`src/rtl/alu_pkg.sv`:
```
// Shared definitions for the two-requester add/sub arbiter: FSM encoding,
// opcode values and operand/result widths.
package alu_pkg;

  typedef enum logic [1:0] {
    IDLE = 2'd0,
    EXEC = 2'd1,
    RESP = 2'd2
  } state_e;

  localparam logic OP_ADD = 1'b0;
  localparam logic OP_SUB = 1'b1;

  localparam int OPND_W = 3;
  localparam int RES_W  = 4;

endpackage

```
`src/rtl/add_sub.sv`:
```
// Sign-magnitude 3-bit adder/subtractor producing a 4-bit sign-magnitude result.
// DZF flags a zero-magnitude B operand (either sign) for the downstream divide path.
module add_sub
  import alu_pkg::*;
(
  input  logic [OPND_W-1:0] A,
  input  logic [OPND_W-1:0] B,
  input  logic              OP,
  output logic [RES_W-1:0]  R,
  output logic              SF,
  output logic              ZF,
  output logic              DZF
);

  function automatic logic signed [4:0] sm_to_int(input logic [OPND_W-1:0] v);
    logic signed [4:0] m;
    m = {3'b000, v[1:0]};
    return v[2] ? -m : m;
  endfunction

  logic signed [4:0] a_s;
  logic signed [4:0] b_s;
  logic signed [4:0] sum_s;
  logic signed [4:0] mag_s;

  always_comb begin
    a_s   = sm_to_int(A);
    b_s   = sm_to_int(B);
    sum_s = (OP == OP_SUB) ? (a_s - b_s) : (a_s + b_s);
    mag_s = sum_s[4] ? -sum_s : sum_s;
    // A zero sum is always reported as positive zero.
    R     = {sum_s[4], mag_s[2:0]};
    SF    = sum_s[4];
    ZF    = (mag_s == 5'sd0);
    DZF   = (B[1:0] == 2'b00);
  end

endmodule

```
`src/rtl/alu_req_arbiter.sv`:
```
// Round-robin arbiter sharing one add_sub between two valid/ready requesters,
// with a settle window on latched operands and a single tagged response channel.
module alu_req_arbiter
  import alu_pkg::*;
#(
  parameter int SETTLE_CYCLES = 1,
  parameter int CNT_W         = 8
) (
  input  logic             clk,
  input  logic             rst,
  input  logic             req0_valid,
  output logic             req0_ready,
  input  logic [2:0]       req0_a,
  input  logic [2:0]       req0_b,
  input  logic             req0_op,
  input  logic             req1_valid,
  output logic             req1_ready,
  input  logic [2:0]       req1_a,
  input  logic [2:0]       req1_b,
  input  logic             req1_op,
  output logic             resp_valid,
  input  logic             resp_ready,
  output logic             resp_id,
  output logic [3:0]       resp_r,
  output logic             resp_sf,
  output logic             resp_zf,
  output logic             resp_dzf,
  output logic [CNT_W-1:0] done_count
);

  localparam int SET_W = 4;

  state_e              state_q;
  logic [OPND_W-1:0]   a_q;
  logic [OPND_W-1:0]   b_q;
  logic                op_q;
  logic                id_q;
  logic                last_grant_q;
  logic [SET_W-1:0]    cnt_q;
  logic                resp_valid_q;
  logic                resp_id_q;
  logic [RES_W-1:0]    resp_r_q;
  logic                resp_sf_q;
  logic                resp_zf_q;
  logic                resp_dzf_q;
  logic [CNT_W-1:0]    done_q;

  logic                gnt_vld;
  logic                gnt_id;
  logic [RES_W-1:0]    as_r;
  logic                as_sf;
  logic                as_zf;
  logic                as_dzf;

  // On a tie the requester that did not win last time is granted.
  always_comb begin
    gnt_vld = req0_valid | req1_valid;
    gnt_id  = (req0_valid & req1_valid) ? ~last_grant_q : req1_valid;
  end

  assign req0_ready = ~rst & (state_q == IDLE) & gnt_vld & ~gnt_id;
  assign req1_ready = ~rst & (state_q == IDLE) & gnt_vld &  gnt_id;

  add_sub u_add_sub (
    .A   (a_q),
    .B   (b_q),
    .OP  (op_q),
    .R   (as_r),
    .SF  (as_sf),
    .ZF  (as_zf),
    .DZF (as_dzf)
  );

  always_ff @(posedge clk) begin
    if (rst) begin
      state_q      <= IDLE;
      a_q          <= '0;
      b_q          <= '0;
      op_q         <= OP_ADD;
      id_q         <= 1'b0;
      last_grant_q <= 1'b1;
      cnt_q        <= '0;
      resp_valid_q <= 1'b0;
      resp_id_q    <= 1'b0;
      resp_r_q     <= '0;
      resp_sf_q    <= 1'b0;
      resp_zf_q    <= 1'b0;
      resp_dzf_q   <= 1'b0;
      done_q       <= '0;
    end else begin
      case (state_q)
        IDLE: begin
          if (gnt_vld) begin
            a_q          <= gnt_id ? req1_a  : req0_a;
            b_q          <= gnt_id ? req1_b  : req0_b;
            op_q         <= gnt_id ? req1_op : req0_op;
            id_q         <= gnt_id;
            last_grant_q <= gnt_id;
            cnt_q        <= SET_W'(SETTLE_CYCLES - 1);
            state_q      <= EXEC;
          end
        end
        EXEC: begin
          if (cnt_q != '0) begin
            cnt_q <= cnt_q - 1'b1;
          end else begin
            resp_valid_q <= 1'b1;
            resp_id_q    <= id_q;
            resp_r_q     <= as_r;
            resp_sf_q    <= as_sf;
            resp_zf_q    <= as_zf;
            resp_dzf_q   <= as_dzf;
            state_q      <= RESP;
          end
        end
        RESP: begin
          if (resp_ready) begin
            resp_valid_q <= 1'b0;
            done_q       <= done_q + CNT_W'(1);
            state_q      <= IDLE;
          end
        end
        default: state_q <= IDLE;
      endcase
    end
  end

  assign resp_valid = resp_valid_q;
  assign resp_id    = resp_id_q;
  assign resp_r     = resp_r_q;
  assign resp_sf    = resp_sf_q;
  assign resp_zf    = resp_zf_q;
  assign resp_dzf   = resp_dzf_q;
  assign done_count = done_q;

endmodule

```
`config.mk`:
```
export PLATFORM = sky130hd
export DESIGN_NAME = alu_req_arbiter
export DESIGN_NICKNAME = d
export VERILOG_FILES = /design/src/rtl/alu_pkg.sv /design/src/rtl/add_sub.sv /design/src/rtl/alu_req_arbiter.sv
export SDC_FILE = /design/constraint.sdc
export NUM_CORES = 1
export LEC_CHECK = 0
export CAP_MARGIN = 5
export CORE_ASPECT_RATIO = 0.9
export CORE_MARGIN = 4
export CORE_UTILIZATION = 30
export CTS_CLUSTER_SIZE = 25
export DETAILED_ROUTE_END_ITERATION = 10
export GPL_ROUTABILITY_DRIVEN = 0
export PLACE_DENSITY = 0.63
export SLEW_MARGIN = 0
export SYNTH_ARGS = -nofsm -noshare
export SYNTH_HDL_FRONTEND = slang
export SYNTH_SLANG_ARGS = --single-unit
```
`constraint.sdc`:
```
create_clock -name clk -period 4.4 [get_ports clk]
set_clock_uncertainty 0.15 [all_clocks]
set_input_delay 0.88 -clock clk [delete_from_list [all_inputs] [get_ports clk]]
set_output_delay 0.88 -clock clk [all_outputs]
set_load 0.005 [all_outputs]
```
==> flow_summary_export.csv <==
group,metric,value,unit
clock_network,clkLatencyLatePin,280,ps
route,drt_pass1_iterations,4,
route,wl,3319,um
synthesis,synth.most_common_cell,"nor2_1",
pwr,swShare,0.3337,
synthesis,ys_types,41,
finish,nNetsFinal,262,
finish,multi_input_area,1011,um^2
worst_setup_path,critPathKind,"primary input to output port",
sta,slew_violations,0,
outcome,status,"finished clean",
floorplanning,fp.dieH,79.76,um
floorplanning,pin_count,38,
sta,slew_headroom,0.6475,
pwr,p_switching,0.0003107,W
route,remaining_drc_errors,0,
worst_setup_path,r2r_cells,14,
synthesis,syn_area,1717,um^2
sta,rsz0062_at_grt,"false",
worst_setup_path,reg2reg_to,"resp_zf",
worst_setup_path,cp_data_arrival_time,2500,ps
finish,layout.cells.non_filler,299,
sta,hold_viol,0,
synthesis,synthArstFlopShare,0,
worst_setup_path,crit_required,3370,ps
worst_hold_path,worstHoldStart,"id_q",
sta,tns,0,ps
sta,setup-violations-final,0,
clock_network,cts_resized,0,
finish,num-fill-cells,553,
synthesis,synth.yosys.seq_area_share,0.3615,
finish,area_growth,29.66,%
finish,n_antenna_cell,0,
place,port_buffers,37,
sta,fin_crit_sh,0.8016,
synthesis,synth_nets,226,
floorplanning,start_util,0.3172,
clock_network,root_buffer,"clkbuf_8",
clock_network,cts_tree,"yes",
synthesis,avgSynthCellArea,8.758,um^2
grt,grt_pass1_vias,1335,
pwr,p_leak,0.8841,nW
synthesis,netlist.area_leader.share,0.3615,
finish,final-seq-area,620.6,um^2
grt,antenna_found_initial,0,
clock_network,cts_buffers,5,
place,dp_hpwl,2570,um
synthesis,synth.area.top_cells,"dfxtp_1 36%, nor2_1 7.7%, ha_1 7.3%",
pwr,p_seq_frac,0.344,
grt,grt_start_max_net_pins,33,
synthesis,synthFlopType,"dfxtp_1",
pwr,ir_worst_vdd,0.0001882,V
worst_setup_path,r2r_slack,1210,ps
sta,max_freq,283.5,MHz
synthesis,syn_inst,196,
pwr,p_per_area,418.3,nW/um^2
worst_hold_path,worstHoldPathType,"flip-flop to flip-flop",
synthesis,synth_common_cells,"35 x nor2_1, 31 x dfxtp_1, 11 x mux2i_1",
worst_setup_path,crit_fanout,9,
pwr,p_clk_frac,0.243,
floorplanning,fp.dieArea,6998,um^2
route,drt-initial-drc-count,73,
route,via_per_inst,4.612,
grt,grt_overflow,0,
sta,worstMarginPinSlew,528.8,ps
route,vias,1379,
clock_network,clk_pin_slew,60,ps
clock_network,clockBufferDepth,2,
synthesis,synth_seq_cells,31,
worst_hold_path,worst_hold_path.endpoint,"id_q",
synthesis,yosysTopAreaCell,"dfxtp_1",
synthesis,ys_warn_count,0,
place,dpl.cell_count,292,
run,maxCapViolations,0,
floorplanning,core,5411,um^2
clock_network,postCtsSetupRepairBufs,0,
pwr,internal_power,0.0006204,W
worst_setup_path,r2r-start,"b_q[0]",
worst_setup_path,cp-start-kind,"primary input",
clock_network,cts-hold-fix-buffers,0,
grt,grt.total_usage,0.1079,
synthesis,synth_edf_count,0,
floorplanning,die_x,87.74,um
worst_setup_path,endpoint_kind,"output port",
route,wl_per_cell,11.10,um
floorplanning,std_cell_rows,25,
worst_hold_path,whs_path_depth,1,
clock_network,htreeDepth,2,
route,ant_nets,0,
pwr,comb_power_share,0.413,
finish,layout-drive-gt1-share,0.08621,
grt,grt_pass1_wl,6003,um
clock_network,cts_sinks,31,
sta,min_period,3527,ps
state kept, by name, summed over array words and instances (netlist names), 2 cells and up:
register,count
done_count,8
cnt_q,4
resp_r,4
a_q,3
b_q,3
state_q,2
worst max-delay path: stages:
cell and delay (ps):
clkdlybuf4s50_1 510, a21boi_0 190, buf_4 210, and3b_1 190, clkdlybuf4s50_1 510
cells in the final DEF (no fill, tap or decap), types with 5 or more instances in the layout:
master / synthesis / final
a211oi_1: 8 / 8
a21oi_1: 9 / 9
clkbuf_8: 0 / 6
clkdlybuf4s50_1: 0 / 37
dfxtp_1: 31 / 31
ha_1: 10 / 10
inv_1: 10 / 10
mux2i_1: 11 / 11
nand2_1: 10 / 10
nand3_1: 6 / 6
nor2_1: 35 / 35
xnor2_1: 5 / 5
xor2_1: 8 / 8
through the flow:
stage / total power (W) / hold slack (ps) / setup slack [ps] / instance area (um^2) / util
finish: 0.0009311 / 328.9 / 873.1 / 2226 / 0.4113
global route: 0.001008 / 355.4 / 773.5 / 2226 / 0.4113
CTS: 0.0009434 / 337.4 / 867.7 / 2226 / 0.4113
detailed placement: 0.0007140 / 322.0 / 879.8 / 2138 / 0.3951
global placement: 0.0007089 / 322.6 / 885.3 / 2138 / 0.3951
floorplan: 0.0006246 / 275.9 / 1438 / 1717 / -
per-layer routing:
metal | up-vias | global-route usage | part of all wire
met1 | 604 | 0.1471 | 0.52
met5 | - | 0 | 0
met3 | 5 | 0.02786 | 0.047
met4 | 0 | 0.04601 | 0.018
met2 | 27 | 0.1596 | 0.42
li1 | 743 | - | -
worst max-delay path by stage:
stage,start,cells after the start,endpoint
after floorplan,b_q[0],14,resp_zf
after global placement,req1_valid,5,req1_ready
after detailed placement,req1_valid,5,req1_ready
after CTS,req1_valid,5,req1_ready
after global routing,req1_valid,5,req1_ready
final,req1_valid,5,req1_ready
power by group through the flow:
stage | clock, W | combinational [W] | sequential [W]
2_1_floorplan | 0 | 0.000300 | 0.000324
3_3_place_gp | 0 | 0.000382 | 0.000327
3_5_place_dp | 0 | 0.000387 | 0.000327
4_1_cts | 0.000233 | 0.000389 | 0.000321
5_1_grt | 0.000246 | 0.000437 | 0.000325
6_report | 0.000227 | 0.000384 | 0.000320
final cells by class:
class | instances | area share
multi-input cells | 145 | 0.4542
flip-flops and latches | 31 | 0.2788
repair buffers | 39 | 0.1731
well taps | 67 | 0.03766
clock buffers | 6 | 0.03710
inverters | 10 | 0.01686
clock inverters | 1 | 0.002248
logic make-up after synthesis:
kind of cell	count (synthesis)	synth area share
AOI/OAI and AO/OA	32	0.1341
adders and majority gates	11	0.08455
muxes	11	0.06414
xor gates and xnor gates	14	0.08017
and+or+nand+nor	77	0.2260
buffers and inverters	20	0.04956
DFF	31	0.3615
Note: power is estimated with default switching activity, not from simulation.
